`src/rtl/mem_lsu.sv`:
```
// mem_lsu: memory-stage load/store unit. Issues one word-wide bus access per
// memory instruction through an IDLE/BUSY/DONE handshake, stalls the pipeline
// while the access is outstanding, and returns aligned, extended load data.
module mem_lsu (
  input  logic        clk,
  input  logic        rst,
  input  logic [7:0]  aluop_i,
  input  logic [31:0] mem_addr_i,
  input  logic [31:0] reg2_i,
  input  logic [4:0]  wd_i,
  input  logic        wreg_i,
  input  logic [31:0] wdata_i,
  output logic [4:0]  wd_o,
  output logic        wreg_o,
  output logic [31:0] wdata_o,
  output logic        stallreq_o,
  output logic        misalign_o,
  output logic        bus_req_o,
  output logic        bus_we_o,
  output logic [31:0] bus_addr_o,
  output logic [3:0]  bus_sel_o,
  output logic [31:0] bus_wdata_o,
  input  logic        bus_ack_i,
  input  logic [31:0] bus_rdata_i
);

  // Memory operation codes shared with the execute stage
  localparam logic [7:0] EXE_LB_OP  = 8'b1110_0000;
  localparam logic [7:0] EXE_LH_OP  = 8'b1110_0001;
  localparam logic [7:0] EXE_LW_OP  = 8'b1110_0011;
  localparam logic [7:0] EXE_LBU_OP = 8'b1110_0100;
  localparam logic [7:0] EXE_LHU_OP = 8'b1110_0101;
  localparam logic [7:0] EXE_SB_OP  = 8'b1110_1000;
  localparam logic [7:0] EXE_SH_OP  = 8'b1110_1001;
  localparam logic [7:0] EXE_SW_OP  = 8'b1110_1011;

  // Access size encoding
  localparam logic [1:0] SZ_B = 2'd0;
  localparam logic [1:0] SZ_H = 2'd1;
  localparam logic [1:0] SZ_W = 2'd2;

  typedef enum logic [1:0] {IDLE, BUSY, DONE} state_t;

  state_t      state_q, state_d;
  logic [31:0] data_q, data_d;

  logic        is_load, is_store, is_uns, mem_op, misal, issue;
  logic [1:0]  size;
  logic [1:0]  a;

  assign a = mem_addr_i[1:0];

  // Byte-lane enables for a given size and byte offset
  function automatic logic [3:0] lane_sel(input logic [1:0] sz, input logic [1:0] off);
    logic [3:0] s;
    case (sz)
      SZ_B:    s = 4'b0001 << off;
      SZ_H:    s = off[1] ? 4'b1100 : 4'b0011;
      default: s = 4'b1111;
    endcase
    return s;
  endfunction

  // Store data replicated across all lanes so any lane select picks it up
  function automatic logic [31:0] store_data(input logic [1:0] sz, input logic [31:0] d);
    logic [31:0] r;
    case (sz)
      SZ_B:    r = {4{d[7:0]}};
      SZ_H:    r = {2{d[15:0]}};
      default: r = d;
    endcase
    return r;
  endfunction

  // Select the addressed byte/half from the read word and extend it
  function automatic logic [31:0] load_ext(input logic [31:0] w, input logic [1:0] sz,
                                           input logic [1:0] off, input logic uns);
    logic [7:0]  b;
    logic [15:0] h;
    logic [31:0] r;
    b = 8'(w >> {off, 3'b000});
    h = off[1] ? w[31:16] : w[15:0];
    case (sz)
      SZ_B:    r = uns ? {24'h0, b} : {{24{b[7]}}, b};
      SZ_H:    r = uns ? {16'h0, h} : {{16{h[15]}}, h};
      default: r = w;
    endcase
    return r;
  endfunction

  // Decode the operation code into direction, size and signedness
  always_comb begin
    is_load  = 1'b0;
    is_store = 1'b0;
    is_uns   = 1'b0;
    size     = SZ_W;
    case (aluop_i)
      EXE_LB_OP:  begin is_load = 1'b1; size = SZ_B; end
      EXE_LH_OP:  begin is_load = 1'b1; size = SZ_H; end
      EXE_LW_OP:  begin is_load = 1'b1; size = SZ_W; end
      EXE_LBU_OP: begin is_load = 1'b1; size = SZ_B; is_uns = 1'b1; end
      EXE_LHU_OP: begin is_load = 1'b1; size = SZ_H; is_uns = 1'b1; end
      EXE_SB_OP:  begin is_store = 1'b1; size = SZ_B; end
      EXE_SH_OP:  begin is_store = 1'b1; size = SZ_H; end
      EXE_SW_OP:  begin is_store = 1'b1; size = SZ_W; end
      default:    ;
    endcase
  end

  assign mem_op = is_load | is_store;
  assign misal  = ((size == SZ_H) && a[0]) || ((size == SZ_W) && (a != 2'b00));

  // Next-state logic; ack is only honoured while a request is on the bus
  always_comb begin
    state_d = state_q;
    data_d  = data_q;
    case (state_q)
      IDLE: begin
        if (mem_op && !misal) begin
          if (bus_ack_i) begin
            state_d = DONE;
            data_d  = bus_rdata_i;
          end else begin
            state_d = BUSY;
          end
        end
      end
      BUSY: begin
        if (bus_ack_i) begin
          state_d = DONE;
          data_d  = bus_rdata_i;
        end
      end
      DONE:    state_d = IDLE;
      default: state_d = IDLE;
    endcase
  end

  // State and captured read word
  always_ff @(posedge clk or negedge rst) begin
    if (!rst) begin
      state_q <= IDLE;
      data_q  <= 32'h0;
    end else begin
      state_q <= state_d;
      data_q  <= data_d;
    end
  end

  // Request is live while issuing from IDLE or waiting in BUSY; reset kills it at once
  assign issue = rst && (((state_q == IDLE) && mem_op && !misal) || (state_q == BUSY));

  // Bus and pipeline-side outputs; inputs are held stable while stalled
  always_comb begin
    bus_req_o   = issue;
    bus_we_o    = issue && is_store;
    bus_addr_o  = issue ? {mem_addr_i[31:2], 2'b00} : 32'h0;
    bus_sel_o   = issue ? lane_sel(size, a) : 4'h0;
    bus_wdata_o = issue ? store_data(size, reg2_i) : 32'h0;
    stallreq_o  = issue;
    misalign_o  = rst && (state_q == IDLE) && mem_op && misal;
    wd_o        = rst ? wd_i : 5'h0;
    wreg_o      = 1'b0;
    wdata_o     = 32'h0;
    if (rst) begin
      wdata_o = wdata_i;
      if (state_q == DONE) begin
        wreg_o = is_load ? wreg_i : 1'b0;
        if (is_load) wdata_o = load_ext(data_q, size, a, is_uns);
      end else if (!mem_op) begin
        wreg_o = wreg_i;
      end
    end
  end

endmodule
```
`config.mk`:
```
export PLATFORM = sky130hd
export DESIGN_NAME = mem_lsu
export DESIGN_NICKNAME = d
export VERILOG_FILES = /design/src/rtl/mem_lsu.sv
export SDC_FILE = /design/constraint.sdc
export NUM_CORES = 1
export LEC_CHECK = 0
export ABC_CLOCK_PERIOD_IN_PS = 3400
export BUFFER_PORTS_ARGS = -buffer_cell sky130_fd_sc_hd__buf_4
export CORE_AREA = 2 2 99 101
export CTS_CLUSTER_DIAMETER = 150
export DETAILED_ROUTE_END_ITERATION = 10
export DIE_AREA = 0 0 101 103
export GPL_TIMING_DRIVEN = 1
export PLACE_DENSITY = 0.85
export SYNTH_ARGS = -nofsm -noshare
export SYNTH_HDL_FRONTEND = slang
export SYNTH_SLANG_ARGS = --single-unit
```
`constraint.sdc`:
```
create_clock -name clk -period 3.4 [get_ports clk]
set_clock_uncertainty 0.15 [all_clocks]
set_input_delay 0.85 -clock clk [delete_from_list [all_inputs] [get_ports clk]]
set_output_delay 0.85 -clock clk [all_outputs]
set_load 0.01 [all_outputs]
```
==> results.md, run 1 <==
- Initial Utilization: a little over two fifths
- Pwr per Cell Area: roughly 200 nW/µm²
- CTS buffer count: 5
- # hold bufs at CTS: 0
- Number of port buffers: roughly 250
- Met3 wire length: 1680 µm
- CP dominant cell by count: buf_4
- DRC Markers: 0
- CP max FO: 21
- Post-Syn Area: roughly 4100 µm²
- Measured slew at the worst slew-check pin: 0.628 ns
- Clock buffer depth: 2
- Multi-input gate area: just over 3000 µm²
- Max layer used: met5
- Congestion Overflow GR: 0
- Metal-1 WL: between 6000 and 7000 µm
- Antenna Cells: 0
- Clock Latency Late Sink: a little under 0.3 ns
- Drt total wl: 18800 µm
- CP Class: in -> out
- 1st-iter DRT viols: ~600
- Flip-flop and latch area: 851 µm²
- Num rows: 36
- Worst Setup Start Kind: input pin
- First-pass DRT Iterations: 6
- Slowest stage delay, CP: between 0.3 and 0.4 ns
- Core area: about 9500 µm²
- HP Class: in -> async
- Syn avg cell area: 6.94 µm²
- Area growth syn-to-layout: 57.5%
- Yosys warns: 0
- Kind of cell adding the most delay to the critical path: simple AND/OR/NAND/NOR gates
- Chip width: just over 100 µm
- I/O Pins: between 200 and 300
- Clock Pin Slew Worst Setup and Hold Paths: approximately 0.080 ns
- Die height: ~100 µm
- Largest net degree at the start of global routing: 67
- # clock sinks: 34
- WHS: 0.472 ns
- Layout cells sized above 1: 41.4%
- Crit-path cells: buf_4 > nand4b_4 > a221oi_4 > a21oi_4 > buf_12 > nor4_1 > buf_4
- Failing checks: negative setup slack
- Max VDD drop: ~0.15 mV
- Slew Viols, Final: 0
- Slew HR: between 50% and 60%
- Setup Viol. Count Final: 1
- Pre-CTS WS: -0.226 ns
- Max_cap viols: 0
- Vias: 6035
- Tmin final: around 3.4 ns
- CTS root buf: clkbuf_8
- CP Buf/Inv Count: 3
- Synth Flop Type: dfrtp_1
- WL per Instance: 20.1 µm
- Status: finished with violations
- CTS tree: done
- Crit path arrival time: around 2.4 ns
- Leak Pwr: 3.10 nW
- H-Tree Depth: 2
- Detailed placement HPWL: roughly 14000 µm
- Mapped Cells: ~600
- FF+latch count, synth: 34
- Final WS setup: -0.0420 ns
- NumNets Final: between 900 and 1000
- Fmax: roughly 290 MHz
- DIE AREA: roughly 10000 µm²
- Initial antenna violation count: 1
- Layout fillers: approximately 770
- Element type at the critical path end: output port
- EDFF count, synth: 0
- Routed wl met2: roughly 9500 µm
- Final hold vios: 0
- Async S/R FF share, synth: 100%
- Post-synth cell types: 41
- CP max-delay cell: nor4_1
- ANT nets after route: 0
- RSZ-0062 raised after global routing: true
- Register area share after synthesis: between 20% and 30%
- Vias in the first global route: roughly 5200
- Placer Congestion: around 0.94
- Global-route wire length before repair: between 20000 and 30000 µm
- Drt via density: roughly 6.5
- Crit path required time: 2.40 ns
- Final Cycle Share: 101%
- GR Util All Layers: between 30% and 40%
[per-stage QoR]
step                      TNS, ns  std cells  power (mW)  cell area (µm²)  util [%]
after floorplan                 0        598       0.659             4140         -
after global placement      -1.40        921       0.907             6180      65.3
after detailed placement    -3.22        921       0.922             6180      65.3
after CTS                       0        929        1.28             6320      66.8
after global routing       -0.168        933        1.36             6520      69.0
final                     -0.0420        933        1.31             6520      69.0
[cell families (layout without fill, tap and decap cells)]
logic type	after synthesis	count (layout)	synth area share, %
muxes	17	17	4.41
and+or+nand+nor	219	219	29.1
DFF	34	34	20.6
buffers and inverters	116	336	11.2
AOI/OAI and AO/OA	210	211	34.7
other	1	2	0.0906
[power breakdown]
group / internal [mW] / total (mW) / switching [mW] / leakage, nW
registers: 0.417 / 0.430 / 0.0132 / 0.314
logic: 0.246 / 0.513 / 0.267 / 2.73
clock network: 0.205 / 0.362 / 0.157 / 0.0575
total: 0.867 / 1.31 / 0.438 / 3.10
[path summary, 6_finish.rpt]
check | endpoint | cells past startpoint | slack (ns) | startpoint
setup / recovery | bus_wdata_o[27] | 7 | -0.04 | aluop_i[4]
hold / removal | data_q[30]$_DFFE_PN0P_ | 2 | 0.47 | rst
setup reg to reg | data_q[10]$_DFFE_PN0P_ | 5 | 1.59 | state_q[1]$_DFFE_PN0P_
hold reg to reg | state_q[0]$_DFFE_PN0P_ | 1 | 0.48 | state_q[1]$_DFFE_PN0P_
max in group asynchronous | data_q[31]$_DFFE_PN0P_ | 3 | 2.19 | rst
min in group clk | state_q[0]$_DFFE_PN0P_ | 1 | 0.48 | state_q[1]$_DFFE_PN0P_
[layout by cell type, fill, tap and decap left out, drive strengths merged, types with 23 or more instances in the layout]
cell type  netlist  final
nor2            24     24
nor3b           39     39
nor3            23     23
buf             23    293
a31oi           57     57
nand4           32     32
inv             34     34
o311ai          32     32
a21oi           43     43
dfrtp           34     34
o21ai           30     30
nand2           60     60
[cell type report]
class	count	share of cell area [%]
multi-input combinational	449	46.4
timing repair buffer	294	34.7
tap	114	2.19
inverter	34	1.96
clock buffer	8	1.69
sequential	34	13.0
[cells in the mapped netlist, drive strengths merged, types with 2 or more instances]
cell | count | area share, %
inv | 34 | 3.1
mux2i | 16 | 3.9
nand2b | 3 | 0.63
nor4 | 8 | 1.2
nand3 | 2 | 0.24
a211oi | 10 | 1.8
nor3b | 39 | 7.1
nand2 | 60 | 5.4
dfrtp | 34 | 21
nand3b | 7 | 1.3
o21ai | 30 | 3.6
o32ai | 16 | 3.4
clkbuf | 59 | 5.4
nor2b | 12 | 1.8
a21oi | 43 | 5.3
o211ai | 14 | 2.5
a21o | 2 | 0.36
buf | 23 | 2.8
nand4 | 32 | 4.8
nor2 | 24 | 2.2
and2 | 6 | 0.91
o311ai | 32 | 6.8
a31oi | 57 | 8.6
nor3 | 23 | 2.8
[registers in the layout (all words and copies together), names as in the netlist]
register and count:
data_q 32, state_q 2
[routing by layer]
layer  GRT usage [%]  up-vias
met5               0        -
met4            14.1        2
met3            4.61       73
met2            56.1      401
met1            39.0     2843
li1                -     2716
[repair_timing]
item                       4_1_cts  5_1_grt
gates cloned                     0        2
gates resized for setup          4       29
pin swaps                        0        2
setup buffers                    0        2
setup endpoints to repair       70       43
(Power assumes the default switching activity.)
==> run 2: changes to the inputs <==
--- a/config.mk
+++ b/config.mk
@@ -13,6 +13,7 @@
 export DIE_AREA = 0 0 101 103
 export GPL_TIMING_DRIVEN = 1
 export PLACE_DENSITY = 0.85
+export RECOVER_POWER = 25
 export SYNTH_ARGS = -nofsm -noshare
 export SYNTH_HDL_FRONTEND = slang
 export SYNTH_SLANG_ARGS = --single-unit
==> run 2 against run 1 <==
  * The run still ends with negative setup slack left
  * Critical path depth stayed put
  * Via count is 0.30% higher
  * Register-to-register slack worse by 0.41 ns
  * Clock power hardly changed
  * Highest routed layer unchanged
==> results.md, run 2 (same netlist as run 1, synthesis figures left out) <==
- Pwr per Cell Area: around 200 nW/µm²
- Most flop-heavy register: data_q
- Crit-path cells: buf_4 > nand4b_4 > a221oi_4 > a21oi_4 > buf_12 > nor4_1 > buf_4
- CP max FO: 21
- Die height: just over 100 µm
- Max VDD drop: around 0.15 mV
- DIE AREA: 10400 µm²
- WL per Instance: between 20 and 25 µm
- Largest net degree at the start of global routing: 67
- Status: finished with violations
- Global-route wire length before repair: 26500 µm
- Number of port buffers: roughly 250
- Largest registers: data_q: 32 flops, state_q: 2 flops
- Hold path depth: 1
- Crit path arrival time: ~2.4 ns
- CTS root buf: clkbuf_8
- Core area: 9460 µm²
- Final WS setup: -0.0412 ns
- Kind of cell adding the most delay to the critical path: simple AND/OR/NAND/NOR gates
- Worst Setup Start Kind: input pin
- Most frequent cells in the layout: buf_4 (283), nand2_1 (58), a31oi_1 (57)
- CP dominant cell by count: buf_4
- Clock Pin Slew Worst Setup and Hold Paths: 0.07 ns
- Measured slew at the worst slew-check pin: around 1.2 ns
- Failing checks: negative setup slack
- Crit path required time: around 2.4 ns
- # hold bufs at CTS: 0
- 1st-iter DRT viols: a little under 600
- First-pass DRT Iterations: 6
- Initial antenna violation count: 1
- CP Buf/Inv Count: 3
- Vias in the first global route: roughly 5200
- Fmax: 291 MHz
- Detailed placement HPWL: ~14000 µm
- Max reg flops: 32
- ANT nets after route: 0
- GR Util All Layers: a little under a third
- Tot Pwr: 1.30 mW
- Placer Congestion: between 0.9 and 1
- Element type at the critical path end: output port
- Tmin final: 3.44 ns
- Final core occ: between 60 and 70%
- Placed inst area: 6180 µm²
- Slowest stage delay, CP: around 0.35 ns
- Final hold vios: 0
- HP Class: reg -> reg
- I/O Pins: roughly 260
- Final instance area: between 6000 and 7000 µm²
- Clock buffer depth: 2
- Drt via density: approximately 6.5
- CP Class: in -> out
- Area growth syn-to-layout: 57.1%
- Initial Utilization: a little over two fifths
- NumNets Final: slightly below 1000
- Clock Latency Late Sink: 0.29 ns
- Congestion Overflow GR: 0
- Antenna Cells: 0
- Vias: roughly 6000
- Num rows: 36
- DRC Markers: 0
- Setup Viol. Count Final: 1
- CP max-delay cell: nor4_1
- Commonest non-fill, non-tap cell in the layout: buf_4
- # clock sinks: 34
- Max_cap viols: 0
- Slew Viols, Final: 0
- CTS tree: done
- H-Tree Depth: 2
- Final Cycle Share: 101%
- RSZ-0062 raised after global routing: true
- Chip width: ~100 µm
- CTS buffer count: 5
- Reg2Reg Depth: 4
- Leak Pwr: roughly 3.1 nW
- CP Depth: 7
- Drt total wl: 18700 µm
- Layout cells sized above 1: 41.1%
- Layout fillers: 779
- Setup TNS: -0.0412 ns
- Slew HR: roughly 18%
[run 2: power breakdown]
part / internal (mW) / leakage [nW] / switching, mW / total (mW)
registers: 0.417 / 0.314 / 0.0131 / 0.430
clock network: 0.205 / 0.0575 / 0.159 / 0.364
logic: 0.243 / 2.72 / 0.267 / 0.510
total: 0.865 / 3.09 / 0.439 / 1.30
[run 2: final cells by class]
class | instances | area (µm²) | area share, %
flip-flops and latches | 34 | 851 | 13.1
clock buffers | 8 | 110 | 1.69
inverters | 34 | 128 | 1.96
repair buffers | 294 | 2250 | 34.6
well taps | 114 | 143 | 2.19
multi-input cells | 449 | 3020 | 46.5
[run 2: stage by stage]
stage	hold slack [ns]	setup WS, ns	instances
finish	0.437	-0.0412	933
global route	0.459	-0.0716	933
global placement	0.427	-0.190	921
CTS	0.471	0.00258	929
floorplan	0.326	0.0642	598
detailed placement	0.460	-0.226	921
[run 2: path summary, 6_finish.rpt]
path | startpoint | end | slack, ns
worst min register to register | state_q[1]$_DFFE_PN0P_ | state_q[0]$_DFFE_PN0P_ | 0.44
worst max-delay path | aluop_i[4] | bus_wdata_o[27] | -0.04
max in group asynchronous | rst | data_q[31]$_DFFE_PN0P_ | 1.58
worst min-delay path | state_q[1]$_DFFE_PN0P_ | state_q[0]$_DFFE_PN0P_ | 0.44
worst max register to register | state_q[1]$_DFFE_PN0P_ | data_q[25]$_DFFE_PN0P_ | 1.18
min in group asynchronous | rst | data_q[30]$_DFFE_PN0P_ | 0.85
[run 2: layer usage]
layer	routed length (µm)	share of wire, %	up-vias	global-route usage [%]
li1	-	-	2715	-
met1	6850	37	2824	39.0
met2	9390	50	416	56.1
met3	1680	9.0	96	4.61
met4	774	4.1	2	14.1
met5	11	0.059	-	0
[run 2: repair_timing]
item                                    4_1_cts  5_1_grt
setup buffers                                 0        2
cloned                                        0        2
pin swaps                                     0        2
endpoints found under the setup margin       70       43
endpoints found under the hold margin         0        0
resized for setup                             4       29
==> run 3: changes to the inputs <==
--- a/config.mk
+++ b/config.mk
@@ -12,8 +12,9 @@
 export DETAILED_ROUTE_END_ITERATION = 10
 export DIE_AREA = 0 0 101 103
 export GPL_TIMING_DRIVEN = 1
-export PLACE_DENSITY = 0.85
+export PLACE_DENSITY = 0.94
 export RECOVER_POWER = 25
+export REMOVE_ABC_BUFFERS = 1
 export SYNTH_ARGS = -nofsm -noshare
 export SYNTH_HDL_FRONTEND = slang
 export SYNTH_SLANG_ARGS = --single-unit
==> run 3 against run 2 <==
  * The flow still finishes with violations (negative setup slack)
  * Setup slack worse by 0.066 ns
  * Hold slack better by 0.043 ns
  * Maximum frequency is 1.9% lower
  * Global-route usage is 2.8 points higher
  * Sequential share of layout area is 1.1 points lower
  * Register-to-register slack better by 0.31 ns
  * Core utilization is 6.7 points higher
  * Cell count is 2.6% higher
  * Flip-flop and latch count stayed put
  * Combinational power is 12% higher
  * Count of clock-buffer cells in the layout is 1 lower
  * Critical endpoint is now bus_wdata_o[28]
==> results.md, run 3 (same netlist as run 1, synthesis figures left out) <==
- Measured slew at the worst slew-check pin: about 0.75 ns
- Die height: ~100 µm
- Setup Viol. Count Final: 12
- CTS root buf: clkbuf_8
- # hold bufs at CTS: 0
- Area growth syn-to-layout: 72.3%
- Initial antenna violation count: 3
- Largest net degree at the start of global routing: 67
- NumNets Final: between 900 and 1000
- Congestion Overflow GR: 0
- Slowest stage delay, CP: 0.45 ns
- Clock Latency Late Sink: a little under 0.3 ns
- Clock buffer depth: 2
- Final core occ: between 70% and 80%
- Vias in the first global route: 5456
- Commonest non-fill, non-tap cell in the layout: buf_4
- Slew HR: ~50%
- Number of port buffers: about 250
- CP Class: in -> out
- Fmax: roughly 290 MHz
- Reg2Reg Depth: 4
- First-pass DRT Iterations: 6
- Hold path depth: 1
- Crit-path cells: buf_4 > buf_4 > a21o_1 > or2_4 > buf_12 > a211oi_1 > nor4_2 > buf_4
- Flip-flop and latch area: 852 µm²
- Placer Congestion: around 0.94
- Crit path required time: roughly 2.4 ns
- Layout cells sized above 1: approximately 48%
- Post-route insts no fill: 957
- ANT nets after route: 0
- Core area: about 9500 µm²
- R2r setup slk: 1.49 ns
- Drt total wl: between 20000 and 25000 µm
- Slew Viols, Final: 0
- Failing checks: negative setup slack
- Largest registers: data_q: 32 flops, state_q: 2 flops
- DRC Markers: 0
- Layout fillers: about 680
- I/O Pins: ~260
- # clock sinks: 34
- Final hold vios: 0
- Worst Setup Start Kind: input pin
- CP max FO: 10
- Pre-CTS WS: -0.179 ns
- Status: finished with violations
- H-Tree Depth: 2
- CTS tree: done
- Max_cap viols: 0
- Pwr per Cell Area: approximately 190 nW/µm²
- Clock Pin Slew Worst Setup and Hold Paths: ~0.070 ns
- DIE AREA: 10400 µm²
- Tmin final: ~3.5 ns
- GR Util All Layers: roughly a third
- Drt via density: between 6 and 7
- 1st-iter DRT viols: 1018
- Initial Utilization: roughly 44%
- CP dominant cell by count: buf_4
- Max reg flops: 32
- Vias: 6403
- Chip width: about 100 µm
- Detailed placement HPWL: approximately 14000 µm
- Most frequent cells in the layout: buf_4 (280), nand2_1 (58), a31oi_1 (56)
- Final Cycle Share: 103%
- WHS: slightly below 0.5 ns
- CP max-delay cell: a211oi_1
- Max VDD drop: approximately 0.17 mV
- WL per Instance: 23.1 µm
- RSZ-0062 raised after global routing: true
- Global-route wire length before repair: roughly 29000 µm
- Setup TNS: -0.537 ns
- Num rows: 36
- Most flop-heavy register: data_q
- CTS buffer count: 5
- Multi-input gate area: between 3000 and 4000 µm²
- Element type at the critical path end: output port
- Leak Pwr: 3.34 nW
- Final WS setup: -0.108 ns
- DP Cell Count: 933
- Crit path arrival time: between 2 and 3 ns
- HP Class: reg -> reg
==> run 3: critical path: cells and delay by family <==
kind	cells	cell delay, ns
buf+inv	4	0.60
simple gates	2	0.38
compound gates	2	0.68
==> run 3: routing by layer <==
metal  GRT usage [%]  part of all wire (%)  vias to the layer above
li1                -                     -                     2762
met1            43.8                    34                     2956
met2            59.8                    48                      571
met3            7.39                    12                      112
met4            10.3                   5.2                        2
met5               0                 0.054                        -
==> run 3: path summary, 6_finish.rpt <==
kind,startpoint,end
max reg2reg,state_q[1]$_DFFE_PN0P_,data_q[1]$_DFFE_PN0P_
min in group asynchronous,rst,data_q[25]$_DFFE_PN0P_
max,aluop_i[2],bus_wdata_o[28]
min,state_q[1]$_DFFE_PN0P_,state_q[0]$_DFFE_PN0P_
min reg2reg,state_q[1]$_DFFE_PN0P_,state_q[0]$_DFFE_PN0P_
max in group asynchronous,rst,data_q[29]$_DFFE_PN0P_
==> run 3: timing repair <==
item,4_1_cts,5_1_grt
pin swaps,0,8
gates resized for setup,12,89
setup endpoints to repair,98,94
gates cloned,0,9
setup buffers,0,7
==> run 3: through the flow <==
step | power [mW] | area, µm²
floorplan | 0.619 | 3810
global placement | 0.925 | 6340
detailed placement | 0.934 | 6340
CTS | 1.25 | 6500
global route | 1.37 | 7130
finish | 1.32 | 7140
==> run 3: report_power, final <==
group          switching [mW]  internal, mW
combinational           0.301         0.269
sequential             0.0104         0.417
clock                   0.162         0.164
total                   0.473         0.850
==> run 3: final cells by class <==
cell class	count	share of cell area [%]
diodes	1	0.0351
repair buffers	317	37.0
clock buffers	7	1.21
well taps	114	2.00
clock inverters	1	0.0701
inverters	34	1.79
multi-input cells	449	46.0
flip-flops and latches	34	11.9
